===== config.mk =====
export PLATFORM = sky130hd
export DESIGN_NAME = example_fetch_queue_flat
export DESIGN_NICKNAME = d
export VERILOG_FILES = /design/src/rtl/example_fetch_queue_if.sv /design/src/rtl/example_fetch_queue.sv /design/src/flat_wrapper.sv
export SDC_FILE = /design/constraint.sdc
export NUM_CORES = 1
export LEC_CHECK = 0
export CAP_MARGIN = 20
export CORE_AREA = 2 2 155 157
export DETAILED_ROUTE_END_ITERATION = 10
export DIE_AREA = 0 0 157 159
export PLACE_DENSITY_LB_ADDON = 0.2
export SYNTH_ARGS = -nofsm -noshare
export SYNTH_HDL_FRONTEND = slang
export SYNTH_SLANG_ARGS = --single-unit
export TNS_END_PERCENT = 30

===== constraint.sdc =====
create_clock -name clock -period 2.45 [get_ports clock]
set_clock_uncertainty 0.15 [all_clocks]
set_input_delay 0.49 -clock clock [delete_from_list [all_inputs] [get_ports clock]]
set_output_delay 0.49 -clock clock [all_outputs]
set_load 0.02 [all_outputs]

===== src/rtl/example_fetch_queue_if.sv =====
// Fetch-queue bus: text-memory address/data, redirect request and the decode handshake.
// The master modport is the fetch queue; the slave modport is memory plus decode.
interface example_fetch_queue_if #(
  parameter int TEXT_BITS = 16
);
  logic [TEXT_BITS-3:0] text_address;
  logic [31:0]          text_q;
  logic                 redirect_valid;
  logic [31:0]          redirect_pc;
  logic                 inst_valid;
  logic                 inst_ready;
  logic [31:0]          inst;
  logic [31:0]          inst_pc;

  modport master (
    output text_address, inst_valid, inst, inst_pc,
    input  text_q, redirect_valid, redirect_pc, inst_ready
  );

  modport slave (
    input  text_address, inst_valid, inst, inst_pc,
    output text_q, redirect_valid, redirect_pc, inst_ready
  );
endinterface


===== src/rtl/example_fetch_queue.sv =====
// Instruction fetch front end: owns the fetch PC, reads the combinational text memory
// and buffers {pc, inst} pairs in a small FIFO that feeds decode; redirects flush and restart.
module example_fetch_queue #(
  parameter int          TEXT_BITS = 16,
  parameter logic [31:0] RESET_PC  = 32'h0040_0000,
  parameter int          DEPTH     = 4
) (
  input logic                  clock,
  input logic                  reset,
  example_fetch_queue_if.master bus
);
  localparam int PTR_W = $clog2(DEPTH);
  localparam int CNT_W = $clog2(DEPTH + 1);

  logic [31:0]      fetch_pc_q, fetch_pc_d;
  logic [PTR_W-1:0] rd_ptr_q, rd_ptr_d;
  logic [PTR_W-1:0] wr_ptr_q, wr_ptr_d;
  logic [CNT_W-1:0] count_q, count_d;
  logic [31:0]      mem_pc_q   [DEPTH];
  logic [31:0]      mem_pc_d   [DEPTH];
  logic [31:0]      mem_inst_q [DEPTH];
  logic [31:0]      mem_inst_d [DEPTH];

  logic pop;
  logic push;
  logic unused_redirect_lsbs;

  assign unused_redirect_lsbs = ^bus.redirect_pc[1:0];

  assign bus.text_address = fetch_pc_q[TEXT_BITS-1:2];
  assign bus.inst_valid   = (count_q != '0);
  assign bus.inst         = mem_inst_q[rd_ptr_q];
  assign bus.inst_pc      = mem_pc_q[rd_ptr_q];

  // A full FIFO may still accept a word when the head leaves in the same cycle.
  assign pop  = bus.inst_valid & bus.inst_ready & ~bus.redirect_valid;
  assign push = ~bus.redirect_valid & ((count_q < CNT_W'(DEPTH)) | pop);

  always_comb begin
    fetch_pc_d = fetch_pc_q;
    rd_ptr_d   = rd_ptr_q;
    wr_ptr_d   = wr_ptr_q;
    count_d    = count_q;
    mem_pc_d   = mem_pc_q;
    mem_inst_d = mem_inst_q;

    if (bus.redirect_valid) begin
      fetch_pc_d = {bus.redirect_pc[31:2], 2'b00};
      rd_ptr_d   = '0;
      wr_ptr_d   = '0;
      count_d    = '0;
    end else begin
      if (push) begin
        mem_pc_d[wr_ptr_q]   = fetch_pc_q;
        mem_inst_d[wr_ptr_q] = bus.text_q;
        wr_ptr_d             = wr_ptr_q + PTR_W'(1);
        fetch_pc_d           = fetch_pc_q + 32'd4;
      end
      if (pop) begin
        rd_ptr_d = rd_ptr_q + PTR_W'(1);
      end
      if (push && !pop) begin
        count_d = count_q + CNT_W'(1);
      end else if (pop && !push) begin
        count_d = count_q - CNT_W'(1);
      end
    end
  end

  always_ff @(posedge clock or negedge reset) begin
    if (!reset) begin
      fetch_pc_q <= RESET_PC;
      rd_ptr_q   <= '0;
      wr_ptr_q   <= '0;
      count_q    <= '0;
      for (int i = 0; i < DEPTH; i++) begin
        mem_pc_q[i]   <= '0;
        mem_inst_q[i] <= '0;
      end
    end else begin
      fetch_pc_q <= fetch_pc_d;
      rd_ptr_q   <= rd_ptr_d;
      wr_ptr_q   <= wr_ptr_d;
      count_q    <= count_d;
      mem_pc_q   <= mem_pc_d;
      mem_inst_q <= mem_inst_d;
    end
  end
endmodule

===== src/flat_wrapper.sv =====
// flat-port wrapper written by rule: the top's interface ports become plain ports
module example_fetch_queue_flat 
#(
  parameter int          TEXT_BITS = 16,
  parameter logic [31:0] RESET_PC  = 32'h0040_0000,
  parameter int          DEPTH     = 4
)
  (clock, reset, bus_text_address, bus_inst_valid, bus_inst, bus_inst_pc, bus_text_q, bus_redirect_valid, bus_redirect_pc, bus_inst_ready);
  example_fetch_queue_if #(.TEXT_BITS(TEXT_BITS)) bus_i ();
  input logic clock;
  input logic reset;
  output wire logic [$bits(bus_i.text_address)-1:0] bus_text_address;
  output wire logic [$bits(bus_i.inst_valid)-1:0] bus_inst_valid;
  output wire logic [$bits(bus_i.inst)-1:0] bus_inst;
  output wire logic [$bits(bus_i.inst_pc)-1:0] bus_inst_pc;
  input wire logic [$bits(bus_i.text_q)-1:0] bus_text_q;
  input wire logic [$bits(bus_i.redirect_valid)-1:0] bus_redirect_valid;
  input wire logic [$bits(bus_i.redirect_pc)-1:0] bus_redirect_pc;
  input wire logic [$bits(bus_i.inst_ready)-1:0] bus_inst_ready;
  assign bus_text_address = bus_i.text_address;
  assign bus_inst_valid = bus_i.inst_valid;
  assign bus_inst = bus_i.inst;
  assign bus_inst_pc = bus_i.inst_pc;
  assign bus_i.text_q = bus_text_q;
  assign bus_i.redirect_valid = bus_redirect_valid;
  assign bus_i.redirect_pc = bus_redirect_pc;
  assign bus_i.inst_ready = bus_inst_ready;
  example_fetch_queue #(.TEXT_BITS(TEXT_BITS), .RESET_PC(RESET_PC), .DEPTH(DEPTH)) u_core (.clock(clock), .reset(reset), .bus(bus_i));
endmodule

==> flow_metrics.env <==
export IMPL_rsz0062_at_grt="true"
export IMPL_use_met1=0.308
export IMPL_track_usage=0.223
export IMPL_drtIter0Drc=317
export IMPL_static_leakage_power_nw=6.70
export IMPL_grtUsageMet3=0.0419
export IMPL_power_density_mw_per_mm2=1270
export IMPL_layout_common_cells="dfrtp_1 (280), mux2_2 (248), clkdlybuf4s50_1 (77)"
export IMPL_yosys_cell_types_count=40
export IMPL_io_buffer_count=142
export IMPL_wl_per_cell_um=20.0
export IMPL_grt_pass1_wl_um=44200
export IMPL_die_y_um=159
export IMPL_cp_data_required_time_ns=1.81
export IMPL_fin_ws_ns=-0.198
export IMPL_antenna_cells=0
export IMPL_hold_viol=0
export IMPL_syn_inst=868
export IMPL_io_pins=147
export IMPL_yosysWarnings=0
export IMPL_grt_busiest_layer="met2"
export IMPL_firstDrtPassIters=4
export IMPL_grt_overflow=0
export IMPL_max_slew_worst_pin_slew_ns=0.560
export IMPL_nNetsFinal=1100
export IMPL_async_flop_share=1.00
export IMPL_filler_cell_count=1666
export IMPL_tns_ns=-9.64
export IMPL_cp_arrival_ns=2.01
export IMPL_num_vias=7680
export IMPL_cts_tree="yes"
export IMPL_clk_latency_ns=0.55
export IMPL_cp_end_kind="output pin"
export IMPL_min_path_type="in -> reg"
export IMPL_ys_seq_elements=285
export IMPL_final_cells=1368
export IMPL_fp_row_count=56
export IMPL_antenna_found_initial=3
export IMPL_drc=0
export IMPL_failed_checks="setup timing"
export IMPL_syn_to_final_growth_pct=23.9
export IMPL_fmax_mhz=378
export IMPL_core_area_mm2=0.0232
export IMPL_drv_cap=0
export IMPL_worstSetupPathType="reg -> out"
export IMPL_utilization=0.689
export IMPL_ant_nets=0
export IMPL_slew_viol_final=0
export IMPL_totalWireLength_um=27300
export IMPL_ctsHtreeMaxLevel=1
export IMPL_relSlewSlack=0.627
export IMPL_grt_use_met2=0.373
export IMPL_start_util=0.556
export IMPL_drive_gt1_frac=0.466
export IMPL_setup_violations=62
export IMPL_critPathMaxFanout=9
export IMPL_critPathLaunchType="flop"
export IMPL_via_per_inst=5.61
export IMPL_synth_seq_area_share=0.553
export IMPL_grt_start_max_net_pins=64
export IMPL_synth_edf_count=0
export IMPL_peakVddDrop_mv=0.666
export IMPL_root_buffer="clkbuf_16"
export IMPL_outcome="complete, but fails checks"
export IMPL_cts_reportedPaths_clkPinSlew_ns=0.06
export IMPL_numCtsBuffers=30
export IMPL_final_common_cell="dfrtp_1"
export IMPL_post_route_period_util=1.08
export IMPL_die_area_mm2=0.0250
export IMPL_die_w_um=157
export IMPL_grt_pass1_vias=8253
export IMPL_place_congestion=0.746
export IMPL_dp_cells=1300
export IMPL_clockBufferDepth=3
export IMPL_fin_total_pwr_w=0.0203
export IMPL_period_needed_ns=2.65
export IMPL_syn_cell_area_mm2=0.0129
export IMPL_ys_flop_type="dfrtp_1"
export IMPL_postSynthAreaPerCell_um2=14.9
export IMPL_cts_sinks=285
export IMPL_dp_hpwl_um=17200
==> worst max-delay path: stages (launching register included) <==
cell and delay [ns]:
dfrtp_4 0.48, buf_4 0.14, buf_12 0.14, mux4_2 0.53, buf_2 0.18
==> cells in the mapped netlist, types with 2 or more instances <==
master | n | share of area
nand2_1 | 43 | 0.013
nor2_1 | 10 | 0.0029
a21oi_1 | 6 | 0.0023
clkbuf_1 | 18 | 0.0052
buf_4 | 17 | 0.0099
nand3_1 | 6 | 0.0023
o21ai_1 | 2 | 0.00078
nand2b_1 | 3 | 0.0015
and2_1 | 7 | 0.0034
nand4_1 | 12 | 0.0058
o21ai_0 | 29 | 0.011
nor3_1 | 7 | 0.0027
or3_1 | 2 | 0.00097
buf_2 | 40 | 0.016
xnor2_1 | 17 | 0.012
buf_1 | 2 | 0.00058
and3_1 | 6 | 0.0029
xor2_1 | 14 | 0.0095
nor4_1 | 4 | 0.0019
ha_1 | 5 | 0.0048
inv_1 | 7 | 0.0020
nor2b_1 | 2 | 0.00097
dfrtp_1 | 284 | 0.55
mux4_2 | 62 | 0.11
mux2_2 | 248 | 0.22
==> logic make-up after synthesis <==
group / Yosys count / synth area share
AND/OR/NAND/NOR: 109 / 0.0437
multiplexers: 311 / 0.326
flip-flops: 285 / 0.553
AO/OA/AOI/OAI: 41 / 0.0168
XOR/XNOR: 31 / 0.0210
other: 1 / 0.000291
adder cells (fa/ha/maj): 6 / 0.00640
buffers and inverters: 84 / 0.0333
==> area by class of cell <==
cell class              instances  area, µm²  area share
flip-flops and latches        285       7140       0.447
multi-input cells             500       5350       0.335
repair buffers                202       2110       0.132
clock buffers                  50        907      0.0568
well taps                     319        399      0.0250
clock inverters                 5       52.6     0.00329
inverters                       7       26.3     0.00164
==> report_power, final <==
part           total [W]  switching [W]  internal, W
registers        0.00795        0.00112      0.00683
clock network    0.00440        0.00180      0.00261
logic            0.00796        0.00337      0.00458
total             0.0203        0.00629       0.0140
==> path summary, 6_finish.rpt <==
check                      slack [ns]                  start  cells past startpoint               endpoint
min in group asynchronous        0.34                  reset                      2  u_core.mem_inst_q[47]
setup / recovery                -0.20     u_core.rd_ptr_q[0]                      4         bus_inst_pc[5]
hold / removal                   0.08     bus_redirect_valid                      2      u_core.count_q[0]
max in group asynchronous        1.09                  reset                      3  u_core.fetch_pc_q[22]
hold reg to reg                  0.35  u_core.mem_inst_q[45]                      1  u_core.mem_inst_q[45]
setup reg to reg                 0.33  u_core.fetch_pc_q[18]                      5  u_core.fetch_pc_q[31]
==> stage by stage <==
step / instance area (µm²) / hold WS (ns) / setup WS (ns)
floorplan: 12900 / 0.0444 / 0.206
global placement: 15000 / 0.320 / -0.0450
finish: 16000 / 0.0798 / -0.198
CTS: 15900 / 0.0592 / -0.231
detailed placement: 15000 / 0.318 / -0.0799
global route: 16000 / 0.0727 / -0.258
==> sequential cells by signal, indices dropped and copies added, names as in the netlist <==
register,count
u_core.count_q,3
u_core.fetch_pc_q,30
u_core.mem_inst_q,128
u_core.mem_pc_q,120
u_core.rd_ptr_q,2
u_core.wr_ptr_q,2
==> timing repair <==
action | in CTS | in global routing
gates cloned | 2 | 2
buffers inserted | 7 | 2
hold buffers | 1 | 0
endpoints found under the hold margin | 53 | 0
gates resized for setup | 272 | 30
endpoints found under the setup margin | 64 | 63
==> layer usage <==
metal | part of all wire | vias to the layer above | routed length [µm]
li1 | - | 3452 | -
met1 | 0.43 | 4013 | 11800
met2 | 0.49 | 167 | 13500
met3 | 0.053 | 44 | 1460
met4 | 0.019 | 4 | 518
met5 | 0.00099 | - | 27
(Power assumes the default switching activity.)
